## src/rtl/arm_shift_pkg.sv

```systemverilog
// Shared types for the ARM addressing-mode-1 operand pipeline: mode codes,
// shift types and the stage-1 payload.
package arm_shift_pkg;

    typedef enum logic [2:0] {
        MODE_DPI     = 3'd0,
        MODE_DPIS    = 3'd1,
        MODE_DPRS    = 3'd2,
        MODE_LSIO    = 3'd3,
        MODE_LSHSBCO = 3'd4,
        MODE_BL      = 3'd5,
        MODE_PASS    = 3'd6,
        MODE_RSVD    = 3'd7
    } mode_t;

    typedef enum logic [1:0] {
        SH_LSL = 2'd0,
        SH_LSR = 2'd1,
        SH_ASR = 2'd2,
        SH_ROR = 2'd3
    } shift_t;

    // Everything stage 2 needs besides the operand source and the tag.
    typedef struct packed {
        mode_t      mode;
        shift_t     sh;
        logic [7:0] amt;
        logic       is_reg;
        logic       c;
    } s1_t;

endpackage

```

## src/rtl/shift_core.sv

```systemverilog
// Combinational XLEN-wide barrel shifter implementing the ARM immediate and
// register shift special cases. Result is {carry, value}.
module shift_core
    import arm_shift_pkg::*;
#(
    parameter int XLEN = 32
) (
    input  shift_t          i_type,
    input  logic [7:0]      i_amt,
    input  logic            i_is_reg,
    input  logic [XLEN-1:0] i_rm,
    input  logic            i_c,
    output logic [XLEN:0]   o_result
);

    logic [7:0]      w_n;
    logic            w_rrx;
    logic [31:0]     w_asr_n;
    logic [31:0]     w_ror_n;
    logic [XLEN:0]   w_lsl;
    logic [XLEN:0]   w_lsr;
    logic [XLEN:0]   w_asr;
    logic [XLEN-1:0] w_ror;

    // Immediate encodings map onto register semantics, except ROR #0 (RRX).
    always_comb begin
        // NOTE: every output of a combinational block gets a default first, so no path infers a latch.
        w_n   = i_amt;
        w_rrx = 1'b0;
        if (!i_is_reg) begin
            w_n = {3'b000, i_amt[4:0]};
            if (i_amt[4:0] == 5'd0) begin
                if (i_type == SH_LSR || i_type == SH_ASR) begin
                    w_n = 8'd32;
                end
                w_rrx = (i_type == SH_ROR);
            end
        end
    end

    assign w_asr_n = (32'(w_n) >= 32'(XLEN)) ? 32'(XLEN) : 32'(w_n);
    assign w_ror_n = 32'(w_n) & 32'(XLEN - 1);

    // The extra bit on the far side of each shift catches the last bit shifted out.
    assign w_lsl = {1'b0, i_rm} << w_n;
    assign w_lsr = {i_rm, 1'b0} >> w_n;
    assign w_asr = $unsigned($signed({i_rm, 1'b0}) >>> w_asr_n);
    assign w_ror = (i_rm >> w_ror_n) | (i_rm << (32'(XLEN) - w_ror_n));

    always_comb begin
        o_result = {i_c, i_rm};
        if (w_rrx) begin
            o_result = {i_rm[0], i_c, i_rm[XLEN-1:1]};
        end else if (w_n != 8'd0) begin
            case (i_type)
                SH_LSL: o_result = w_lsl;
                SH_LSR: o_result = {w_lsr[0], w_lsr[XLEN:1]};
                SH_ASR: o_result = {w_asr[0], w_asr[XLEN:1]};
                SH_ROR: o_result = {w_ror[XLEN-1], w_ror};
            endcase
        end
    end

endmodule

```

## src/rtl/shifter_operand_pipe.sv

```systemverilog
// Two-stage pipelined ARM addressing-mode-1 operand generator with a
// valid/ready handshake and an opaque tag travelling with each request.
module shifter_operand_pipe
    import arm_shift_pkg::*;
#(
    parameter int XLEN  = 32,
    parameter int TAG_W = 4
) (
    input  logic             clk,
    input  logic             rst,
    input  logic             in_valid,
    output logic             in_ready,
    input  logic [2:0]       in_mode,
    input  logic [31:0]      in_ir,
    input  logic [XLEN-1:0]  in_rm,
    input  logic [7:0]       in_rs_lsb,
    input  logic             in_c,
    input  logic [TAG_W-1:0] in_tag,
    output logic             out_valid,
    input  logic             out_ready,
    output logic [XLEN-1:0]  out_operand,
    output logic             out_carry,
    output logic [TAG_W-1:0] out_tag,
    output logic             out_err
);

    s1_t              w_s1_next;
    logic [XLEN-1:0]  w_src_next;
    logic             w_s1_adv;
    logic             w_s2_adv;
    logic [XLEN:0]    w_core_result;
    logic             w_unused_ir;

    logic             r_s1_valid;
    s1_t              r_s1;
    logic [XLEN-1:0]  r_s1_src;
    logic [TAG_W-1:0] r_s1_tag;
    logic             r_s2_valid;
    logic [XLEN-1:0]  r_out_operand;
    logic             r_out_carry;
    logic [TAG_W-1:0] r_out_tag;
    logic             r_out_err;

    assign w_s2_adv    = !r_s2_valid || out_ready;
    assign w_s1_adv    = !r_s1_valid || w_s2_adv;
    assign in_ready    = w_s1_adv;
    assign w_unused_ir = ^{in_ir[31:24], in_ir[4]};

    // Non-shift modes become an LSL #0 register shift of a prepared source,
    // which yields the source unchanged with carry C.
    always_comb begin
        w_s1_next  = '{mode: mode_t'(in_mode), sh: SH_LSL, amt: 8'd0, is_reg: 1'b1, c: in_c};
        w_src_next = '0;
        case (mode_t'(in_mode))
            MODE_DPI: begin
                w_s1_next.sh  = SH_ROR;
                w_s1_next.amt = {3'b000, in_ir[11:8], 1'b0};
                w_src_next    = XLEN'(in_ir[7:0]);
            end
            MODE_DPIS: begin
                w_s1_next.sh     = shift_t'(in_ir[6:5]);
                w_s1_next.amt    = {3'b000, in_ir[11:7]};
                w_s1_next.is_reg = 1'b0;
                w_src_next       = in_rm;
            end
            MODE_DPRS: begin
                w_s1_next.sh  = shift_t'(in_ir[6:5]);
                w_s1_next.amt = in_rs_lsb;
                w_src_next    = in_rm;
            end
            MODE_LSIO:    w_src_next = XLEN'(in_ir[11:0]);
            MODE_LSHSBCO: w_src_next = XLEN'({in_ir[11:8], in_ir[3:0]});
            MODE_BL:      w_src_next = XLEN'(in_ir[23:0]);
            MODE_PASS:    w_src_next = in_rm;
            default:      w_src_next = '0;
        endcase
    end

    always_ff @(posedge clk or posedge rst) begin
        if (rst) begin
            // NOTE: state registers use non-blocking assignments so every flop samples pre-edge values.
            r_s1_valid <= 1'b0;
            r_s1       <= '0;
            r_s1_src   <= '0;
            r_s1_tag   <= '0;
        end else if (w_s1_adv) begin
            r_s1_valid <= in_valid;
            if (in_valid) begin
                r_s1     <= w_s1_next;
                r_s1_src <= w_src_next;
                r_s1_tag <= in_tag;
            end
        end
    end

    shift_core #(.XLEN(XLEN)) u_shift_core (
        .i_type   (r_s1.sh),
        .i_amt    (r_s1.amt),
        .i_is_reg (r_s1.is_reg),
        .i_rm     (r_s1_src),
        .i_c      (r_s1.c),
        .o_result (w_core_result)
    );

    always_ff @(posedge clk or posedge rst) begin
        if (rst) begin
            r_s2_valid    <= 1'b0;
            r_out_operand <= '0;
            r_out_carry   <= 1'b0;
            r_out_tag     <= '0;
            r_out_err     <= 1'b0;
        end else if (w_s2_adv) begin
            r_s2_valid <= r_s1_valid;
            if (r_s1_valid) begin
                r_out_operand <= w_core_result[XLEN-1:0];
                r_out_carry   <= w_core_result[XLEN];
                r_out_tag     <= r_s1_tag;
                r_out_err     <= (r_s1.mode == MODE_RSVD);
            end
        end
    end

    assign out_valid   = r_s2_valid;
    assign out_operand = r_out_operand;
    assign out_carry   = r_out_carry;
    assign out_tag     = r_out_tag;
    assign out_err     = r_out_err;

endmodule

```

## config.mk

```make
export PLATFORM = sky130hd
export DESIGN_NAME = shifter_operand_pipe
export DESIGN_NICKNAME = d
export VERILOG_FILES = /design/src/rtl/arm_shift_pkg.sv /design/src/rtl/shift_core.sv /design/src/rtl/shifter_operand_pipe.sv
export SDC_FILE = /design/constraint.sdc
export NUM_CORES = 1
export LEC_CHECK = 0
export ABC_AREA = 1
export CAP_MARGIN = 20
export CORE_UTILIZATION = 25
export DETAILED_ROUTE_END_ITERATION = 8
export PLACE_DENSITY = 0.55
export SETUP_SLACK_MARGIN = 0.5
export SLEW_MARGIN = 20
export SYNTH_ARGS = -nofsm -noshare
export SYNTH_HDL_FRONTEND = slang
export SYNTH_SLANG_ARGS = --single-unit
```

## constraint.sdc

```tcl
create_clock -name clk -period 2.7 [get_ports clk]
set_input_delay 0.27 -clock clk [delete_from_list [all_inputs] [get_ports clk]]
set_output_delay 0.27 -clock clk [all_outputs]
set_load 0.01 [all_outputs]
```

==> results.ini, run 1 <==
[outcome]
run_status = finished with violations
failed_checks = setup timing

[yosys]
synthTopCellsByArea = nand2_1, dfrtp_1, o21ai_0
syn_area_per_cell_um2 = 5.44
syn-instance-count = 2112
synth-async-reset-ratio = 1.00
synth_edf_count = 0
yosys.area.top_type = nand2_1
ys_seq_area_frac = 0.198
yosys_warnings = 0
synth_flop_cell = dfrtp_1
syn_area_um2 = 11500
synth.top_cell.area_share = 0.260
ys_types = 47
ys_ff_latch = 91
synth_nets = 2201

[pwr]
power.leakage_uw = 0.00926
p_sw_uw = 6690
p_int_uw = 6390
vdd_drop_max_uv = 301
power_density_nw_per_um2 = 680
clockPowerShare = 0.101
share_comb_of_total_power = 0.746
swShare = 0.511
p_seq_frac = 0.153

[setup_path]
path_class = register to register
r2r_cells = 19
worstSetupEndpointType = register
rr_startpoint = r_s1[2]
cp.arrival_ns = 3.19
cp-start-kind = register
crit_required_ns = 3.02
crit_slowest_cell = dfrtp_2
cpMostUsedCell = nand2_1
r2r_end = out_operand[28]
cp_max_fo = 10
worstSetupEndpoint = out_operand[28]
crit_chain = inv_4 > ha_4 > xnor2_2 > inv_2 > buf_4 > buf_4 > o21ai_0 > a21oi_1 > o21ai_1 > nand3_1 > o21ai_1 > nand2_1 > nand3_2 > nand2_1 > nand2_2 > nand2_1 > nand2_1 > nand2_1 > nand2_1
cp-startpoint = r_s1[2]
regToRegSetupSlack_ns = -0.17
max_stage_delay_ns = 0.48

[global_route]
antenna_found_initial = 0
grt_pass1_wl_um = 102000
gr-total-overflow = 0
gr-usage-all-layers = 0.292
first_global_vias = 15900
grt_max_degree = 61

[cts]
cts_tree = built
htree_levels = 3
ctsRootBufferMaster = clkbuf_16
cts-buffers-inserted = 9
worstSkewPairLatency_ns = 0.38
cts_buffer_depth = 2
clk_pin_slew_ns = 0.08
cts_sinks = 91

[placement]
place_inst = 3105
preCtsSetupSlack_ns = -0.476
io_buffer_count = 115
gp_congestion = 1.02
dp_hpwl_um = 54700

[routing]
drt_first_iter_violations = 1695
firstDrtPassIters = 5
wl_per_cell_um = 22.2
via_count = 17000
drt_wl_total_um = 70200
ant_nets = 0
drc_errors = 0
routed_via_density = 5.38

[hold_path]
hp-class = primary input to async pin

[sta]
hold_ws_ns = 0.280
fin_crit_sh = 1.06
worst_slew_pin_slew_ns = 0.626
fmax_ghz = 0.348
hold_violations = 0
slew_violations = 0
setup_slack_ns = -0.172
maxSlewHeadroom = 0.582
fin_skew_ns = 0.0159
rsz0062_at_grt = true
fin_crit_ns = 2.87
finalSetupViolations = 32

[die]
fp-row-count = 78
initial_core_util = 0.253
dieArea_um2 = 46800
core_area_um2 = 45400
die_w_um = 216
die_height_um = 216
io_pins = 124

[final_layout]
nets = 2649
area_growth_pct = 67.6
final_util = 0.424
stdcell_count = 3165
diodes = 0
layout-drive-gt1-share = 0.368
fillers = 4789

[run]
drv_cap = 0

sequential cells by signal, summed over array words and instances (netlist names):
signal and cells:
out_operand 32, r_s1_src 32, r_s1 15, out_tag 4, r_s1_tag 4, out_carry 1
out_err 1, out_valid 1, r_s1_valid 1
cells in the mapped netlist, types with 5 or more instances:
master     instances
a21oi_1           68
a22o_1            13
a22oi_1           13
a31oi_1            8
buf_1             15
buf_2             43
buf_4              7
clkbuf_1          67
dfrtp_1           91
ha_1               5
inv_1            156
inv_2             10
mux2i_1           17
nand2_1          796
nand3_1          264
nand4_1           15
nor2_1           111
nor2_2             7
nor2_4             5
nor3_1             7
o2111ai_1          5
o211ai_1          25
o21ai_0          280
o21ai_1            9
o22ai_1           34
or2_2              7
how the worst min path moves through the flow:
stage	from	end	cells past startpoint
5_1_grt	rst	out_valid	2
3_5_place_dp	r_s1_tag[0]	out_tag[0]	2
4_1_cts	rst	out_tag[3]	2
3_3_place_gp	r_s1_tag[0]	out_tag[0]	2
6_report	rst	out_operand[3]	2
2_1_floorplan	in_tag[0]	r_s1_tag[0]	2
placed cells by master, fill, tap and decap left out, types with 16 or more instances in the layout:
| cell | count |
|---|---|
| nand2_1 | 652 |
| buf_4 | 401 |
| o21ai_0 | 178 |
| inv_1 | 140 |
| nand3_2 | 134 |
| nand2_2 | 122 |
| clkdlybuf4s50_1 | 115 |
| nand3_1 | 102 |
| nor2_1 | 96 |
| dfrtp_1 | 88 |
| o21ai_1 | 61 |
| a21oi_1 | 51 |
| o21ai_2 | 44 |
| nand3_4 | 29 |
| o22ai_1 | 28 |
| o211ai_1 | 25 |
| buf_12 | 24 |
| nand2_4 | 21 |
| inv_2 | 20 |
| buf_6 | 20 |
| nor2_2 | 17 |
| a21oi_2 | 16 |
area by class of cell:
cell class	count	area [um^2]	area share
repair inverters	1	7.51	0.000390
multi-input cells	1716	10100	0.522
clock inverters	7	91.3	0.00475
clock buffers	9	225	0.0117
flip-flops and latches	91	2280	0.119
well taps	600	751	0.0390
repair buffers	572	5170	0.268
inverters	169	667	0.0347
layer usage:
layer / track usage / routed length [um] / part of all wire / vias up
met4: 0.124 / 3160 / 0.045 / 0
met3: 0.0393 / 5210 / 0.074 / 135
met1: 0.393 / 30100 / 0.43 / 8181
li1: - / - / - / 7938
met2: 0.466 / 31700 / 0.45 / 771
met5: 0 / 0 / 0 / -
stage by stage:
step	TNS, ns	instance area [um^2]	power, uW
floorplan	0	11700	5840
global placement	-8.13	16200	10100
finish	-2.80	19200	13100
detailed placement	-8.52	16200	10100
CTS	-1.53	18500	12400
global route	-7.06	19200	13800
critical path: cells and delay by family, from the launching register on:
kind / cells / cell delay, ns
adder cells (fa/ha/maj): 1 / 0.17
XOR/XNOR: 1 / 0.30
AND/OR/NAND/NOR: 9 / 0.73
buffers and inverters: 4 / 0.56
AO/OA/AOI/OAI: 4 / 0.56
flip-flops: 1 / 0.48
kinds of logic (layout without fill, tap and decap cells):
logic type | count (synthesis) | count (layout) | synth area share
simple gates | 1221 | 1221 | 0.442
compound gates | 472 | 472 | 0.230
buf+inv | 305 | 758 | 0.109
flops | 91 | 91 | 0.198
mux | 17 | 17 | 0.0148
fa+ha+maj | 5 | 5 | 0.00545
xor+xnor | 1 | 1 | 0.000763
power by group through the flow:
stage / Clock, uW / Sequential [uW] / Combinational, uW
6_report: 1320 / 2010 / 9770
3_5_place_dp: 0 / 2010 / 8070
2_1_floorplan: 0 / 2070 / 3770
3_3_place_gp: 0 / 2000 / 8070
4_1_cts: 1350 / 2000 / 9090
5_1_grt: 1410 / 2040 / 10400
what timing repair did:
item	4_1_cts	5_1_grt
setup buffers	20	13
pin swaps	91	63
resized for setup	444	165
setup endpoints to repair	33	33
hold buffers	0	0
gates cloned	9	2
No activity file was read; power rests on OpenSTA's default activity.
==> run 2: changes to the inputs <==
Settings changed: CORE_MARGIN set to 1.5, GPL_ROUTABILITY_DRIVEN set to 0, GPL_TIMING_DRIVEN set to 0.
==> results.ini, run 2 (synthesized netlist as in run 1, its figures left out) <==
[outcome]
run_status = finished with violations  ; unchanged
failed_checks = setup timing  ; unchanged

[sta]
rsz0062_at_grt = true  ; unchanged
fin_skew_ns = 0.0125  ; was 0.0159 ns
fmax_ghz = 0.328  ; was 0.348 GHz
worst_slew_pin_slew_ns = 0.829  ; was 0.626 ns
slew_violations = 0  ; unchanged
maxSlewHeadroom = 0.447  ; was 0.582
setup_slack_ns = -0.347  ; was -0.172 ns
finalSetupViolations = 33  ; was 32
hold_violations = 0  ; unchanged
fin_crit_ns = 3.05  ; was 2.87 ns
fin_crit_sh = 1.13  ; was 1.06

[routing]
wl_per_cell_um = 23.2  ; was 22.2 um
ant_nets = 0  ; unchanged
via_count = 17100  ; was 17000
drt_first_iter_violations = 2372  ; was 1695
routed_via_density = 5.84  ; was 5.38
drc_errors = 0  ; unchanged
drt_wl_total_um = 68000  ; was 70200 um
firstDrtPassIters = 9  ; was 5

[setup_path]
path_class = register to register  ; unchanged
cpMostUsedCell = nand2_1  ; unchanged
max_stage_delay_ns = 0.53  ; was 0.48 ns
cp.arrival_ns = 3.29  ; was 3.19 ns
crit_chain = buf_6 > clkbuf_2 > o21ai_2 > inv_1 > a22oi_1 > nand2_1 > o21ai_0 > a21oi_1 > a221oi_4 > nand2_2 > nand2_1 > nand2_1 > nand2_1 > nand2_1  ; was inv_4 > ha_4 > xnor2_2 > inv_2 > buf_4 > buf_4 > o21ai_0 > a21oi_1 > o21ai_1 > nand3_1 > o21ai_1 > nand2_1 > nand3_2 > nand2_1 > nand2_2 > nand2_1 > nand2_1 > nand2_1 > nand2_1
worstSetupEndpointType = register  ; unchanged
cp-start-kind = register  ; unchanged
crit_slowest_cell = o21ai_2  ; was dfrtp_2
crit_required_ns = 2.94  ; was 3.02 ns
cp_max_fo = 10  ; unchanged

[final_layout]
layout-drive-gt1-share = 0.303  ; was 0.368
area_growth_pct = 51.6  ; was 67.6%
diodes = 0  ; unchanged
fillers = 4770  ; was 4789
final_cell_mix = nand2_1, o21ai_0, inv_1  ; was nand2_1, buf_4, o21ai_0
nets = 2415  ; was 2649
final_common_cell = nand2_1  ; unchanged
postLayoutCellArea_um2 = 17400  ; was 19200 um^2

[placement]
dp_hpwl_um = 51100  ; was 54700 um
post_dp_cell_area_um2 = 13700  ; was 16200 um^2
io_buffer_count = 115  ; unchanged
preCtsSetupSlack_ns = -0.786  ; was -0.476 ns

[cts]
ctsRootBufferMaster = clkbuf_16  ; unchanged
postCtsHoldBufs = 0  ; unchanged
cts_sinks = 91  ; unchanged
cts_tree = built  ; unchanged
worstSkewPairLatency_ns = 0.36  ; was 0.38 ns
cts-buffers-inserted = 9  ; unchanged
cts_buffer_depth = 2  ; unchanged
htree_levels = 3  ; unchanged
clk_pin_slew_ns = 0.07  ; was 0.08 ns

[run]
drv_cap = 0  ; unchanged

[global_route]
first_global_vias = 15800  ; was 15900
antenna_found_initial = 0  ; unchanged
grt_max_degree = 34  ; was 61
gr-total-overflow = 0  ; unchanged
gr-usage-all-layers = 0.272  ; was 0.292
grt_pass1_wl_um = 97000  ; was 102000 um

[pwr]
finalPower_uw = 12200  ; was 13100 uW
power.leakage_uw = 0.00801  ; was 0.00926 uW
vdd_drop_max_uv = 382  ; was 301 uV
power_density_nw_per_um2 = 698  ; was 680 nW/um^2

[die]
die_w_um = 217  ; was 216 um
dieArea_um2 = 47200  ; was 46800 um^2
io_pins = 124  ; unchanged
initial_core_util = 0.253  ; unchanged
core_area_um2 = 45400  ; unchanged
fp-row-count = 78  ; unchanged
die_height_um = 217  ; was 216 um

[hold_path]
hp-class = primary input to async pin  ; unchanged

[run 2: layer usage]
| metal | GRT usage | wire (um) | up-vias |
|---|---|---|---|
| met1 | 0.345 | 24900 | 7877 |
| met4 | 0.177 | 6600 | 0 |
| li1 | - | - | 7468 |
| met3 | 0.0890 | 9380 | 379 |
| met5 | 0.00417 | 0 | - |
| met2 | 0.393 | 27100 | 1386 |
[run 2: final timing paths]
check                            start         endpoint  slack, ns  cells after the start
setup / recovery               r_s1[2]  out_operand[22]      -0.35                     14
hold / removal                     rst   out_operand[0]       0.23                      2
setup reg to reg               r_s1[2]  out_operand[22]      -0.35                     14
hold reg to reg            r_s1_tag[3]       out_tag[3]       0.47                      2
max in group asynchronous          rst          r_s1[5]       1.81                      4
min in group clk             in_tag[2]      r_s1_tag[2]       0.44                      3
[run 2: cell type report]
class / instances / area [um^2] / area share
sequential: 91 / 2280 / 0.131
tap: 600 / 751 / 0.0431
clock inverter: 6 / 78.8 / 0.00453
timing repair buffer: 203 / 2060 / 0.119
multi-input combinational: 1716 / 10400 / 0.595
inverter: 169 / 698 / 0.0401
clock buffer: 10 / 229 / 0.0131
buffer: 136 / 951 / 0.0546
[run 2: stage by stage]
step	hold slack (ns)	instances	setup TNS, ns	utilization
floorplan	0.380	2112	0	-
global placement	0.457	2827	-24.56	0.300
detailed placement	0.458	2830	-16.66	0.302
CTS	0.233	2902	-1.72	0.352
global route	0.256	2931	-9.21	0.384
finish	0.229	2931	-6.32	0.384
[run 2: worst max-delay path, delay by kind of cell, from the launching register on]
| family | cells | cell delay, ns |
|---|---|---|
| flip-flops | 1 | 0.39 |
| buffers and inverters | 3 | 0.59 |
| AO/OA/AOI/OAI | 5 | 1.42 |
| AND/OR/NAND/NOR | 6 | 0.54 |
[run 2: where the power goes]
part / total [uW] / internal (uW) / switching [uW]
logic: 8790 / 3050 / 5740
registers: 2040 / 1720 / 322
clock network: 1330 / 741 / 584
[run 2: timing repair]
| item | CTS | global route |
|---|---|---|
| gates resized for setup | 449 | 338 |
| pin swaps | 61 | 159 |
| endpoints found under the setup margin | 55 | 48 |
| gates cloned | 8 | 3 |
| setup buffers | 48 | 26 |
